--- src/rtl/vga_frame_reader.sv ---
// 640x480@60 VGA scan-out of a 64x64 1-bit frame buffer, upscaled by 2**SCALE_LOG2 into a fixed window.
// Optional macro VGA_BORDER_EN draws a 1-pixel red frame around the window once armed.
module vga_frame_reader #(
  parameter int unsigned SCALE_LOG2 = 2,
  parameter int unsigned X_OFFSET   = 192,
  parameter int unsigned Y_OFFSET   = 112,
  parameter logic [11:0] BG_COLOR   = 12'h000
) (
  input  logic        clock_50MHz,
  input  logic        reset_n,
  input  logic        frame_ready,
  output logic [11:0] rdaddress,
  input  logic        rddata,
  output logic        hsync,
  output logic        vsync,
  output logic [3:0]  vga_r,
  output logic [3:0]  vga_g,
  output logic [3:0]  vga_b,
  output logic        display_active,
  output logic        frame_start
);

  localparam int unsigned WIN = 64 << SCALE_LOG2;

  localparam logic [9:0] H_VIS    = 10'd640;
  localparam logic [9:0] H_SYNC_S = 10'd656;
  localparam logic [9:0] H_SYNC_E = 10'd752;
  localparam logic [9:0] H_MAX    = 10'd799;
  localparam logic [9:0] V_VIS    = 10'd480;
  localparam logic [9:0] V_SYNC_S = 10'd490;
  localparam logic [9:0] V_SYNC_E = 10'd492;
  localparam logic [9:0] V_MAX    = 10'd524;

  localparam logic [9:0] X_LO = 10'(X_OFFSET);
  localparam logic [9:0] X_HI = 10'(X_OFFSET + WIN);
  localparam logic [9:0] Y_LO = 10'(Y_OFFSET);
  localparam logic [9:0] Y_HI = 10'(Y_OFFSET + WIN);

  logic        pix_en;
  logic [9:0]  h_cnt;
  logic [9:0]  v_cnt;
  logic        pending;
  logic        armed;
  logic [11:0] rgb;

  logic        in_win_c;
  logic        visible_c;
  logic        wrap_c;
  logic [9:0]  dx_c;
  logic [9:0]  dy_c;
  logic [11:0] rgb_nxt_c;

  // Window decode and frame-buffer address, both straight from the live counters
  always_comb begin
    in_win_c  = (h_cnt >= X_LO) && (h_cnt < X_HI) && (v_cnt >= Y_LO) && (v_cnt < Y_HI);
    visible_c = (h_cnt < H_VIS) && (v_cnt < V_VIS);
    wrap_c    = (h_cnt == H_MAX) && (v_cnt == V_MAX);
    dx_c      = h_cnt - X_LO;
    dy_c      = v_cnt - Y_LO;
    rdaddress = '0;
    if (in_win_c)
      rdaddress = {6'(dy_c >> SCALE_LOG2), 6'(dx_c >> SCALE_LOG2)};
  end

`ifdef VGA_BORDER_EN
  localparam logic [9:0] X_BL = 10'(X_OFFSET - 1);
  localparam logic [9:0] Y_BL = 10'(Y_OFFSET - 1);

  logic on_border_c;

  always_comb begin
    on_border_c = armed
                  && (h_cnt >= X_BL) && (h_cnt <= X_HI)
                  && (v_cnt >= Y_BL) && (v_cnt <= Y_HI)
                  && ((h_cnt == X_BL) || (h_cnt == X_HI) || (v_cnt == Y_BL) || (v_cnt == Y_HI));
  end
`endif

  // Colour priority: blanking, armed image, optional border, background
  always_comb begin
    rgb_nxt_c = BG_COLOR;
    if (!visible_c)
      rgb_nxt_c = 12'h000;
    else if (in_win_c && armed)
      rgb_nxt_c = rddata ? 12'hFFF : 12'h000;
`ifdef VGA_BORDER_EN
    else if (on_border_c)
      rgb_nxt_c = 12'hF00;
`endif
  end

  // Counters and outputs advance on pixel ticks; the RAM reads on the clock in between
  always_ff @(posedge clock_50MHz or negedge reset_n) begin
    if (!reset_n) begin
      pix_en         <= 1'b0;
      h_cnt          <= '0;
      v_cnt          <= '0;
      pending        <= 1'b0;
      armed          <= 1'b0;
      hsync          <= 1'b1;
      vsync          <= 1'b1;
      display_active <= 1'b0;
      rgb            <= '0;
      frame_start    <= 1'b0;
    end else begin
      pix_en      <= ~pix_en;
      pending     <= frame_ready;
      frame_start <= 1'b0;
      if (pix_en) begin
        hsync          <= !((h_cnt >= H_SYNC_S) && (h_cnt < H_SYNC_E));
        vsync          <= !((v_cnt >= V_SYNC_S) && (v_cnt < V_SYNC_E));
        display_active <= visible_c;
        rgb            <= rgb_nxt_c;
        if (h_cnt == H_MAX) begin
          h_cnt <= '0;
          v_cnt <= (v_cnt == V_MAX) ? 10'd0 : v_cnt + 10'd1;
        end else begin
          h_cnt <= h_cnt + 10'd1;
        end
        // Arm only at a frame boundary so a late frame_ready never tears the image
        if (wrap_c) begin
          frame_start <= 1'b1;
          if (pending)
            armed <= 1'b1;
        end
      end
    end
  end

  assign vga_r = rgb[11:8];
  assign vga_g = rgb[7:4];
  assign vga_b = rgb[3:0];

endmodule

--- config.mk ---
export PLATFORM = sky130hd
export DESIGN_NAME = vga_frame_reader
export DESIGN_NICKNAME = d
export VERILOG_FILES = /design/src/rtl/vga_frame_reader.sv
export SDC_FILE = /design/constraint.sdc
export NUM_CORES = 1
export LEC_CHECK = 0
export CORE_ASPECT_RATIO = 0.9
export CORE_MARGIN = 3
export CORE_UTILIZATION = 55
export DETAILED_ROUTE_END_ITERATION = 8
export HOLD_SLACK_MARGIN = 0.15
export PLACE_DENSITY_LB_ADDON = 0.3
export SLEW_MARGIN = 20
export SYNTH_ARGS = -nofsm -noshare
export SYNTH_HDL_FRONTEND = slang
export SYNTH_SLANG_ARGS = --single-unit
--- constraint.sdc ---
create_clock -name clock_50MHz -period 3.8 [get_ports clock_50MHz]
set_input_delay 0.76 -clock clock_50MHz [delete_from_list [all_inputs] [get_ports clock_50MHz]]
set_output_delay 0.76 -clock clock_50MHz [all_outputs]
set_load 0.05 [all_outputs]
======== Word level (Yosys, flattened, before mapping) ========
Index checks and enable logic that the tools add are counted.
storage, ports and cells
  register bits ........................... 39
  input port bits ......................... 4
  output and inout bits ................... 28
operators by class
  add/subtract/negate cells ............... 4
  mux-type cells .......................... 8
  bitwise operators ....................... 1
  reductions and logical operators ........ 12
  equal/unequal tests ..................... 2
  order comparisons ....................... 10
operator list
  kind                                                  number
  two-way mux 12 bit                                    4
  < comparator 10 x 9 -> 1 bit, second input constant   4
  adder 10 x 1 -> 10 bit, second input constant         2
  == test 10 bit, second input constant                 2
  < comparator 10 bit, second input constant            2
  two-way mux 10 bit                                    2
  >= comparator 10 bit, second input constant           1
  >= comparator 10 x 7 -> 1 bit, second input constant  1
  >= comparator 10 x 8 -> 1 bit, second input constant  1
  >= comparator 10 x 9 -> 1 bit, second input constant  1
  logical AND 1 bit                                     8
  subtractor 8 x 7 -> 8 bit, second input constant      1
  subtractor 8 bit, second input constant               1
  AND reduction 3 bit                                   1
  logical NOT 1 bit                                     2
  two-way mux 1 bit                                     2
  AND reduction 2 bit                                   1
  inverter 1 bit                                        1

======== Logic depth before layout (Yosys ltp) ========
Gate-level depths: netlist of run 1.
  depth in word-level cells ............... 7
  depth in mapped cells ................... 7

======== Least setup slack after synthesis of run 1 ========
Ideal clock, no wire load.
  kind .................................... register -> output
  start point ............................. register h_cnt[7]
  end point ............................... output port rdaddress[10]
  required time ........................... 3.040 ns
  arrival ................................. 2.004 ns
  path slack .............................. 1.036 ns
  cell stages (with the launch flop) ...... 6
  cells stage by stage .................... dfrtp_1 ha_1 xnor2_1 nor3_1 nand2_1 nor2_1
on the way
  longest elaborated chain between the ends .. 5
RTL lines
  item                                                                           line  source
  from (decl)                                                                    40    logic [9:0] h_cnt;
  from (signal assigned)                                                         118   h_cnt <= h_cnt + 10'd1;
  >= comparator 10 x 8 -> 1 bit or < comparator 10 x 9 -> 1 bit (tied branches)  55    in_win_c = (h_cnt >= X_LO) && (h_cnt < X_HI) && (v_cnt >= Y_LO) && (v_cnt < Y_HI);
  logical AND 1 bit (*) (3 in a row)                                             55
  two-way mux 12 bit (*)                                                         61    if (in_win_c)
  to (decl)                                                                      12    output logic [11:0] rdaddress,
Every way passes the cells marked *; elsewhere a longest branch is shown, timed or not.

======== Worst setup path in the final report of run 1 ========
  start point ............................. register v_cnt[5]
  end point ............................... output port rdaddress[9]
on the way
  longest elaborated chain between the ends .. 4
RTL lines
  item                            line  source
  from (decl)                     41    logic [9:0] v_cnt;
  from (signal assigned)          116   v_cnt <= (v_cnt == V_MAX) ? 10'd0 : v_cnt + 10'd1;
  >= comparator 10 x 7 -> 1 bit   55
  logical AND 1 bit (2 in a row)  55
  two-way mux 12 bit (*)          61
Marks and branches as above.

==> tab_implementation.tex, run 1 <==
\begin{tabular}{lr}
\hline
Metric & Value \\
\hline
\multicolumn{2}{l}{\textbf{Critical path}} \\
Required time worst endpoint & 3.04 ns \\
Startpoint-to-endpoint class of the critical path & flop to primary output \\
CP Capture Type & primary output \\
Sort of element at the start of the critical path & flop \\
Worst-path fanout max & 8 \\
Critical path arrival & around 2.7 ns \\
\multicolumn{2}{l}{\textbf{STA}} \\
Time the worst path needs with I/O delays and setup & about 3.5 ns \\
Rel. slew slack & between 50\% and 60\% \\
Hold WS & approximately 0.47 ns \\
Slew at the pin closest to its max-slew limit & between 0.6 and 0.7 ns \\
Final-report setup violation count & 0 \\
Clock tree skew after final layout & roughly 0.0029 ns \\
Final number of max-transition violations & 0 \\
Final period util & about 92\% \\
Peak clock frequency supported by timing & 285.3 MHz \\
RSZ-0062 raised after global routing & false \\
Number of hold violations in the final report & 0 \\
Post-route setup TNS & 0 ns \\
\multicolumn{2}{l}{\textbf{Synthesis}} \\
Synthesized flop and latch total & 28 \\
Mapped Avg Cell Area & between 9 and 10 um\^{}2 \\
Warnings from Yosys & 0 \\
Number of unique standard cell types used by synthesis & 41 \\
Library cell with the largest summed area after synthesis & dfrtp\_1 \\
Top area cells in the synthesized netlist & dfrtp\_1, ha\_1, buf\_4 \\
Synth Instances & around 190 \\
Fraction of post-synthesis cell area in the top cell type by area & a little under two fifths \\
Post-synthesis cell area & between 1500 and 2000 um\^{}2 \\
Portion of the post-synthesis area used by sequential elements & 40.78\% \\
Number of nets produced by synthesis & 201 \\
\multicolumn{2}{l}{\textbf{Global routing}} \\
Antenna violations before repair & 0 \\
Via count of the first global-routing pass & about 1400 \\
Total congestion overflow after global routing & 0 \\
Aggregate global-route resource usage & 21.85\% \\
Maximum number of pins on one net before global-route repair & 29 \\
Global-route wire length before repair & approximately 6.5 mm \\
\multicolumn{2}{l}{\textbf{Clock tree}} \\
Clock tree from TritonCTS & yes \\
Clk pin slew, worst setup/hold paths & between 0.1 and 0.15 ns \\
Worst skew pair latency & around 0.32 ns \\
Buffer count from post-CTS setup fixing & 0 \\
Number of sinks on the clock net & 28 \\
H-tree Lvls & 1 \\
CTS Hold Buffers Added & 0 \\
Number of cells upsized or downsized after cts & 0 \\
Number of buffers created by CTS & 3 \\
Root buffer cell & clkbuf\_4 \\
Buffer levels on the longest clock path & 2 \\
\multicolumn{2}{l}{\textbf{Die}} \\
Effective utilization at floorplan & between 60\% and 70\% \\
I/O Pins & 32 \\
Core footprint & $\sim$2900 um\^{}2 \\
Number of rows created at floorplan & 18 \\
Overall die area & 3844 um\^{}2 \\
Vertical extent of the die & slightly below 60 um \\
Die X-Extent & between 60 and 70 um \\
\multicolumn{2}{l}{\textbf{Routing}} \\
Routed via count divided by cell count & 5.783 \\
DRC violations left & 0 \\
Post-Route WL & between 3 and 4 mm \\
Number of nets still failing antenna checks after routing & 0 \\
Drt wl/cell & 15.65 um \\
Initial DRC count & 108 \\
Total via count in the routed design & 1411 \\
Drt first pass iters & 4 \\
\multicolumn{2}{l}{\textbf{Status}} \\
Result of the run & completed \\
\multicolumn{2}{l}{\textbf{Placement}} \\
Final HPWL DP & 2.899 mm \\
Number of I/O port buffers & 31 \\
RePlAce Congestion & 1.014 \\
\multicolumn{2}{l}{\textbf{Final layout}} \\
Fraction of final layout cells sized beyond drive strength 1 & a little under 6\% \\
Synth-to-layout area growth & 16.62\% \\
Final net count & 220 \\
Layout fillers & 227 \\
Antenna diode instance count & 0 \\
\multicolumn{2}{l}{\textbf{Power}} \\
Worst ir drop on vdd & roughly 0.00012 V \\
Pwr/cell area & $\sim$210 nW/um\^{}2 \\
Leak pwr & 0.8918 nW \\
\multicolumn{2}{l}{\textbf{Worst hold path}} \\
HP Class & flop to flop \\
\multicolumn{2}{l}{\textbf{Flow run}} \\
Maximum capacitance violations & 0 \\
\hline
\end{tabular}
==> flip-flops by register name (all words and copies together) (netlist names) <==
name,count
v_cnt,10
rgb,1
pending,1
hsync,1
pix_en,1
frame_start,1
armed,1
display_active,1
vsync,1
h_cnt,10
==> metal layers <==
metal	vias to the layer above	part of all wire, %	track usage, %
li1	674	-	-
met4	0	1.4	6.509
met1	667	44	31.55
met3	7	7.6	2.657
met2	63	47	34.84
met5	-	0	0
==> synth_stat cells <==
library cell  instances
and4b_1               1
nand4_4               1
ha_1                 10
o21ai_0              15
nor3_2                1
or3_1                 4
or2_2                 1
buf_1                 1
nor4b_1               1
nor4_1                3
nand4b_1              2
o21a_1                1
buf_2                 2
a22o_1                1
xnor2_1              10
nor2_1               12
nand3b_1              1
nand2_1              14
clkbuf_2              1
a21o_1                1
o211ai_1              1
nor3_1                3
nor2b_1               1
nand3_1              10
clkbuf_1              2
inv_1                12
a21oi_1              10
o22a_1                2
and3_2                1
and4_1                2
or4_1                 1
nand3b_4              1
dfrtp_1              26
and3_1                6
buf_4                13
mux2i_1               2
dfstp_2               2
nand2b_1              1
o32ai_1               1
nand4_1               6
xor2_1                1
==> power by group <==
part           internal [W]  switching, W  leakage (nW)   total [W]
Clock             0.0000372     0.0000832        0.0138    0.000120
Sequential         0.000299   0.000000169         0.362    0.000299
Combinational    0.00000335    0.00000582         0.516  0.00000917
==> path summary, 6_finish.rpt <==
check	start	to	slack, ns	depth (start not counted)
setup / recovery	v_cnt[5]	rdaddress[9]	0.30	5
hold / removal	armed	armed	0.47	1
setup reg to reg	pix_en	v_cnt[9]	1.73	4
hold reg to reg	armed	armed	0.47	1
max in group asynchronous	reset_n	hsync	2.70	2
min in group asynchronous	reset_n	rgb[10]	0.80	2
==> cell usage in the layout, fill, tap and decap left out, types with 3 or more instances in the layout <==
cell,netlist,final
xnor2_1,10,10
o21ai_0,15,15
clkdlybuf4s50_1,0,26
nor4_1,3,3
inv_1,12,12
nand2_1,14,14
a21oi_1,10,10
or3_1,4,4
nand3_1,10,10
and3_1,6,6
nor3_1,3,3
dfrtp_1,26,26
dlymetal6s2s_1,0,5
nand4_1,6,6
ha_1,10,10
nor2_1,12,12
clkbuf_4,0,3
==> area by class of cell <==
| class | count | area [um^2] | area share (%) |
|---|---|---|---|
| clock buffer | 3 | 22.52 | 1.120 |
| inverter | 12 | 45.04 | 2.240 |
| multi-input combinational | 128 | 852.1 | 42.38 |
| sequential | 28 | 703.2 | 34.97 |
| tap | 40 | 50.05 | 2.489 |
| timing repair buffer | 33 | 337.8 | 16.80 |
==> cells by family (layout without fill, tap and decap cells) <==
family	count (synthesis)	count (layout)	synth area share, %
AND/OR/NAND/NOR	73	73	24.82
XOR/XNOR	11	11	5.588
buffers and inverters	31	48	9.796
AO/OA/AOI/OAI	32	32	10.60
adder cells (fa/ha/maj)	10	10	7.257
multiplexers	2	2	1.161
flip-flops	28	28	40.78
==> through the flow <==
stage	utilization (%)	area, um^2	setup slack (ns)	power (W)	cells
after detailed placement	69.07	1976	0.5430	0.0003141	241
after global routing	70.30	2011	0.1254	0.0004496	244
after CTS	69.86	1998	0.1507	0.0004344	244
final	70.30	2011	0.2954	0.0004284	244
after floorplan	-	1724	1.036	0.0003044	187
after global placement	69.07	1976	0.6909	0.0003139	241
==> critical path: stages, from the launching register on <==
cell and delay [ns]:
dfrtp_1 0.52, ha_1 0.30, a21oi_1 0.13, xnor2_1 0.39
and3_1 0.27, clkdlybuf4s50_1 0.81
Power figures use the tool's default switching activity.
==> run 2, diff against run 1 <==
--- a/config.mk
+++ b/config.mk
@@ -5,6 +5,7 @@
 export SDC_FILE = /design/constraint.sdc
 export NUM_CORES = 1
 export LEC_CHECK = 0
+export CAP_MARGIN = 20
 export CORE_ASPECT_RATIO = 0.9
 export CORE_MARGIN = 3
 export CORE_UTILIZATION = 55
==> results of run 2 <==
Same layout as run 1: the final DEF is identical, and so are final timing and power.
